[src/rtl/tlp_completion_builder.sv]
// Completion TLP builder: collects subunit words, emits Cpl/CplD beats.
// Define CPL_PARITY_EN to drive even parity of the DW on out_tlp[34].
module tlp_completion_builder #(
  parameter int          MAX_LEN      = 16,
  parameter int          TIMEOUT      = 255,
  parameter logic [15:0] COMPLETER_ID = 16'h0100
) (
  input  logic        clk,
  input  logic        reset,
  input  logic        req_valid,
  output logic        req_ready,
  input  logic [9:0]  req_len,
  input  logic        req_is_read,
  input  logic [15:0] req_id,
  input  logic [7:0]  req_tag,
  input  logic [31:0] sub_data,
  input  logic [3:0]  sub_status,
  output logic        sub_ready,
  output logic [34:0] out_tlp,
  output logic        out_valid,
  input  logic        out_ready,
  output logic        busy
);
  localparam int AW = (MAX_LEN > 1) ? $clog2(MAX_LEN) : 1;
  localparam int CW = $clog2(MAX_LEN + 1);
  localparam int TW = $clog2(TIMEOUT + 1);
  localparam logic [9:0]    LMAX  = 10'(MAX_LEN);
  localparam logic [TW-1:0] TLAST = TW'(TIMEOUT - 1);
  localparam logic [2:0] ST_SC = 3'b000;
  localparam logic [2:0] ST_UR = 3'b001;
  localparam logic [2:0] ST_CA = 3'b100;

  typedef enum logic [2:0] {
    S_IDLE, S_COLLECT, S_HDR0, S_HDR1, S_HDR2, S_DATA
  } state_t;

  state_t r_state, w_nstate;

  logic [9:0]    r_len;
  logic          r_is_read;
  logic [15:0]   r_id;
  logic [7:0]    r_tag;
  logic [2:0]    r_status;
  logic [CW-1:0] r_cnt;
  logic [TW-1:0] r_tmo;
  logic          r_ack;
  logic [AW-1:0] r_rd_idx;
  logic [31:0]   r_buf [MAX_LEN];

  logic        w_rej;
  logic        w_cap;
  logic        w_done_cap;
  logic        w_abort;
  logic        w_fire;
  logic        w_cpld;
  logic        w_data_last;
  logic [31:0] w_dw;
  logic        w_sop;
  logic        w_eop;
  logic        w_par;

  assign w_rej = req_is_read &&
                 (req_len == 10'd0 || req_len > LMAX);
  // sub_ready is low in the ack cycle, so a capture needs !r_ack
  assign w_cap = (r_state == S_COLLECT) && !r_ack &&
                 (sub_status == 4'b1000);
  assign w_done_cap = w_cap &&
    (!r_is_read || (10'(r_cnt) + 10'd1 == r_len));
  assign w_abort = (r_state == S_COLLECT) && !w_cap &&
                   (r_tmo == TLAST);
  assign w_fire = out_valid && out_ready;
  assign w_cpld = r_is_read && (r_status == ST_SC);
  assign w_data_last = (10'(r_rd_idx) == r_len - 10'd1);

  always_ff @(posedge clk) begin
    if (reset) r_state <= S_IDLE;
    else       r_state <= w_nstate;
  end

  always_comb begin
    w_nstate = r_state;
    unique case (r_state)
      S_IDLE:
        if (req_valid) w_nstate = w_rej ? S_HDR0 : S_COLLECT;
      S_COLLECT:
        if (w_done_cap || w_abort) w_nstate = S_HDR0;
      S_HDR0:
        if (w_fire) w_nstate = S_HDR1;
      S_HDR1:
        if (w_fire) w_nstate = S_HDR2;
      S_HDR2:
        if (w_fire) w_nstate = w_cpld ? S_DATA : S_IDLE;
      S_DATA:
        if (w_fire && w_data_last) w_nstate = S_IDLE;
      default:
        w_nstate = S_IDLE;
    endcase
  end

  always_ff @(posedge clk) begin
    if (reset) begin
      r_len     <= '0;
      r_is_read <= 1'b0;
      r_id      <= '0;
      r_tag     <= '0;
      r_status  <= ST_SC;
      r_cnt     <= '0;
      r_tmo     <= '0;
      r_ack     <= 1'b0;
      r_rd_idx  <= '0;
    end else begin
      r_ack <= w_cap;
      if (r_state == S_IDLE && req_valid) begin
        r_len     <= req_len;
        r_is_read <= req_is_read;
        r_id      <= req_id;
        r_tag     <= req_tag;
        r_status  <= w_rej ? ST_UR : ST_SC;
        r_cnt     <= '0;
        r_tmo     <= '0;
        r_rd_idx  <= '0;
      end
      if (r_state == S_COLLECT) begin
        if (w_cap) begin
          r_tmo <= '0;
          if (r_is_read) r_cnt <= r_cnt + CW'(1);
        end else begin
          r_tmo <= r_tmo + TW'(1);
        end
        if (w_abort) begin
          r_status <= ST_CA;
          r_cnt    <= '0;
        end
      end
      if (r_state == S_DATA && w_fire)
        r_rd_idx <= r_rd_idx + AW'(1);
    end
  end

  always_ff @(posedge clk) begin
    if (w_cap && r_is_read)
      r_buf[r_cnt[AW-1:0]] <= sub_data;
  end

  always_comb begin
    w_dw  = '0;
    w_sop = 1'b0;
    w_eop = 1'b0;
    unique case (r_state)
      S_HDR0: begin
        w_dw  = {w_cpld ? 8'h4A : 8'h0A, 14'd0,
                 w_cpld ? r_len : 10'd0};
        w_sop = 1'b1;
      end
      S_HDR1:
        w_dw = {COMPLETER_ID, r_status, 1'b0,
                w_cpld ? {r_len, 2'b00} : 12'd0};
      S_HDR2: begin
        w_dw  = {r_id, r_tag, 8'h00};
        w_eop = !w_cpld;
      end
      S_DATA: begin
        w_dw  = r_buf[r_rd_idx];
        w_eop = w_data_last;
      end
      default: begin
        w_dw  = '0;
        w_sop = 1'b0;
        w_eop = 1'b0;
      end
    endcase
  end

`ifdef CPL_PARITY_EN
  assign w_par = ^w_dw;
`else
  assign w_par = 1'b0;
`endif

  assign out_tlp   = {w_par, w_eop, w_sop, w_dw};
  assign out_valid = (r_state != S_IDLE) &&
                     (r_state != S_COLLECT);
  assign req_ready = (r_state == S_IDLE);
  assign busy      = (r_state != S_IDLE);
  assign sub_ready = (r_state == S_COLLECT) && !r_ack;
endmodule

[config.mk]
export PLATFORM = sky130hd
export DESIGN_NAME = tlp_completion_builder
export DESIGN_NICKNAME = d
export VERILOG_FILES = /design/src/rtl/tlp_completion_builder.sv
export SDC_FILE = /design/constraint.sdc
export NUM_CORES = 1
export LEC_CHECK = 0
export ABC_AREA = 0
export CAP_MARGIN = 20
export CORE_AREA = 2 2 212 214
export CTS_CLUSTER_SIZE = 8
export DETAILED_ROUTE_END_ITERATION = 16
export DIE_AREA = 0 0 214 216
export PLACE_DENSITY = 0.72
export SLEW_MARGIN = 25
export SYNTH_ARGS = -nofsm -noshare
export SYNTH_HDL_FRONTEND = slang
export SYNTH_SLANG_ARGS = --single-unit
[constraint.sdc]
create_clock -name clk -period 7.6 [get_ports clk]
set_input_delay 0.76 -clock clk [delete_from_list [all_inputs] [get_ports clk]]
set_output_delay 0.76 -clock clk [all_outputs]
set_load 0.02 [all_outputs]
==> reports/qor.tcl <==
set qor(fin_crit_ns) 4.86
set qor(finalHoldViolCount) 0
set qor(rows) 77
set qor(mappedNetlistNets) 1258
set qor(place_congestion) 0.867
set qor(async_flop_share_pct) 0
set qor(fin_skew_ns) 0.0198
set qor(drt-total-wl_mm) 54.0
set qor(grt_pass1_vias) 12300
set qor(final_area_um2) 26800
set qor(leakage_nw) 8.32
set qor(grt_use_total_pct) 23.8
set qor(detail_route.first_pass.iterations) 5
set qor(worst-path-max-fanout) 17
set qor(number_of_vias_in_the_routed_layout) 12100
set qor(worst-endpoint-arrival_ns) 4.10
set qor(sequential_element_share_of_the_synthesized_area_pct) 73.7
set qor(timing_max_transition_violations_final) 0
set qor(worst_hold_path_type) {flip-flop to flip-flop}
set qor(gr-total-overflow) 0
set qor(cts-root-buf) {sky130_fd_sc_hd__clkbuf_16}
set qor(worst-slew-pin-transition_ns) 0.995
set qor(placement.cell_area_um2) 24500
set qor(critical_path.endpoint_type) {output pin}
set qor(floorplan.die.width_um) 214
set qor(final.hold.worst_slack_ns) 0.460
set qor(slew_headroom_pct) 33.2
set qor(largest_net_degree_at_the_start_of_global_routing) 56
set qor(ant_nets) 0
set qor(grt_antenna_before_repair) 1
set qor(achievable-frequency_ghz) 0.206
set qor(cts_setup_buffers) 0
set qor(worst_setup_path_start_kind) {flip-flop}
set qor(postSynthCellCount) 1175
set qor(post_layout_nonfiller_instances) 1959
set qor(most_instantiated_library_cell_after_synthesis) {sky130_fd_sc_hd__edfxtp_1}
set qor(detailed_place_hpwl_mm) 28.5
set qor(report.power.total_mw) 7.46
set qor(path_clk_slew_ns) 0.05
set qor(ctsHtreeMaxLevel) 3
set qor(number_of_flip_flops_and_latches_in_the_synthesized_netlist) 575
set qor(fin_setup_tns_ns) 0
set qor(post-place-ws_ns) 3.07
set qor(drc) 0
set qor(syn-cell-area_um2) 22600
set qor(design.core.area_um2) 43800
set qor(setup_viol) 0
set qor(peakVddDrop_mv) 0.197
set qor(worstSetupPathType) {flip-flop to output pin}
set qor(synthTopCellsByArea) {sky130_fd_sc_hd__edfxtp_1, sky130_fd_sc_hd__mux4_2, sky130_fd_sc_hd__dfxtp_1, sky130_fd_sc_hd__nand2_1, sky130_fd_sc_hd__a21oi_1}
set qor(worst_slack_ns) 2.74
set qor(cts-root-to-sink-buffers) 3
set qor(start_util_pct) 51.5
set qor(finish.net_count) 1408
set qor(average_vias_per_placed_instance) 6.18
set qor(grt_first_pass_wirelength_mm) 80.4
set qor(count_of_flip_flops_with_a_built_in_enable_after_synthesis) 512
set qor(insertion_delay_ns) 0.60
set qor(grt_setup_unrepaired) {false}
set qor(power-per-cell-area_nw_per_um2) 279
set qor(status) {complete, no violations}
set qor(max-cap-violations) 0
set qor(tritoncts.num_buffers) 81
set qor(worstPathRequired_ns) 6.84
set qor(synth_largest_area_cell) {sky130_fd_sc_hd__edfxtp_1}
set qor(port_buffers) 112
set qor(ys.warnings.count) 0
set qor(cts_resized) 0
set qor(antenna_cells) 0
set qor(detailed_route_iter0_violations) 1602
set qor(wl_per_cell_um) 27.5
set qor(syn2layout_area_growth_pct) 18.5
set qor(layout-drive-gt1-share_pct) 21.7
set qor(post_cts_hold_buffer_count) 0
set qor(area_share_of_the_largest_cell_type_after_synthesis_pct) 68.1
set qor(clock_sink_count) 575
set qor(fin_crit_sh_pct) 64.0
set qor(total_i_o_pin_count) 114
set qor(die_h_um) 216
set qor(post_synth_top_flop) {sky130_fd_sc_hd__edfxtp_1}
set qor(dpl.cell_count) 1833
set qor(design.die.area_um2) 46200
set qor(ys_top_cells_by_count) {sky130_fd_sc_hd__edfxtp_1, sky130_fd_sc_hd__mux4_2, sky130_fd_sc_hd__nand2_1}
set qor(finish.utilization_pct) 61.1
set qor(tritoncts) {yes}
set qor(syn-mean-instance-area_um2) 19.2
set qor(synth_cell_types) 52
==> state kept, by name, summed over array words and instances (netlist names), 3 cells and up, named ones only <==
name and cells:
r_cnt 5, r_tmo 8, r_state 3, r_status 3, r_buf 512, r_tag 8, r_len 10, r_rd_idx 4
r_id 16
==> cell type report <==
cell class | count | area [um^2]
Tap cell | 592 | 741
Clock inverter | 2 | 17.5
Sequential cell | 575 | 16600
Inverter | 18 | 67.6
Multi-Input combinational cell | 510 | 5680
Fill cell | 2993 | 17100
Clock buffer | 123 | 2270
Timing Repair Buffer | 139 | 1350
==> final timing paths <==
path | from | to | slack, ns | depth (start not counted)
hold reg to reg | r_tag[4] | r_tag[4] | 0.46 | 2
hold / removal | r_tag[4] | r_tag[4] | 0.46 | 2
setup reg to reg | r_state[0] | r_buf[0][17] | 3.74 | 5
setup / recovery | r_state[0] | out_tlp[11] | 2.74 | 6
==> placed cells by master (no fill, tap or decap), types with 3 or more instances in the layout <==
cell	instances
sky130_fd_sc_hd__edfxtp_1	512
sky130_fd_sc_hd__nor4_1	3
sky130_fd_sc_hd__clkdlybuf4s50_1	111
sky130_fd_sc_hd__mux2i_1	6
sky130_fd_sc_hd__a22o_1	15
sky130_fd_sc_hd__o21ai_0	7
sky130_fd_sc_hd__buf_4	26
sky130_fd_sc_hd__a222oi_1	10
sky130_fd_sc_hd__a31oi_1	3
sky130_fd_sc_hd__ha_1	8
sky130_fd_sc_hd__nand4_1	4
sky130_fd_sc_hd__nor3_1	7
sky130_fd_sc_hd__nand3_1	15
sky130_fd_sc_hd__and4_1	3
sky130_fd_sc_hd__nor2_4	12
sky130_fd_sc_hd__o31a_1	3
sky130_fd_sc_hd__clkbuf_1	38
sky130_fd_sc_hd__clkbuf_16	85
sky130_fd_sc_hd__a211oi_1	5
sky130_fd_sc_hd__xor2_1	8
sky130_fd_sc_hd__a221o_1	4
sky130_fd_sc_hd__a21oi_1	56
sky130_fd_sc_hd__nand2b_1	7
sky130_fd_sc_hd__mux4_2	157
sky130_fd_sc_hd__nor2b_1	3
sky130_fd_sc_hd__a311oi_1	6
sky130_fd_sc_hd__and3_1	3
sky130_fd_sc_hd__dfxtp_1	59
sky130_fd_sc_hd__nand2_1	100
sky130_fd_sc_hd__xnor2_1	9
sky130_fd_sc_hd__nor2_1	26
sky130_fd_sc_hd__inv_1	17
sky130_fd_sc_hd__nor3_2	4
==> report_power, final <==
| part | internal, mW | switching (mW) | total, mW | leakage, nW |
|---|---|---|---|---|
| registers | 3.49 | 0.0823 | 3.58 | 5.11 |
| logic | 0.263 | 0.367 | 0.631 | 2.11 |
| clock network | 2.02 | 1.24 | 3.26 | 1.10 |
| total | 5.78 | 1.69 | 7.46 | 8.32 |
==> routing by layer <==
layer  GRT usage (%)  part of all wire [%]
met1            32.4                    39
met2            39.0                    50
met4            7.62                   2.1
met5               0                 0.015
met3            4.78                   8.9
==> cell families (layout without fill, tap and decap cells) <==
family | count (synthesis) | count (layout) | share of synthesized area [%]
flip-flops | 575 | 575 | 73.7
buffers and inverters | 90 | 282 | 1.71
AO/OA/AOI/OAI | 121 | 121 | 3.66
XOR/XNOR | 17 | 17 | 0.659
other | 1 | 1 | 0.0166
multiplexers | 163 | 163 | 15.9
adder cells (fa/ha/maj) | 8 | 8 | 0.443
AND/OR/NAND/NOR | 200 | 200 | 3.93
==> critical path, stage by stage (launching register included) <==
cell,delay (ns)
sky130_fd_sc_hd__dfxtp_1,0.73
sky130_fd_sc_hd__inv_1,0.24
sky130_fd_sc_hd__nor3_1,0.85
sky130_fd_sc_hd__and2_1,0.69
sky130_fd_sc_hd__a222oi_1,0.16
sky130_fd_sc_hd__inv_1,0.19
sky130_fd_sc_hd__clkdlybuf4s50_1,0.63
No activity file was read; power rests on OpenSTA's default activity.
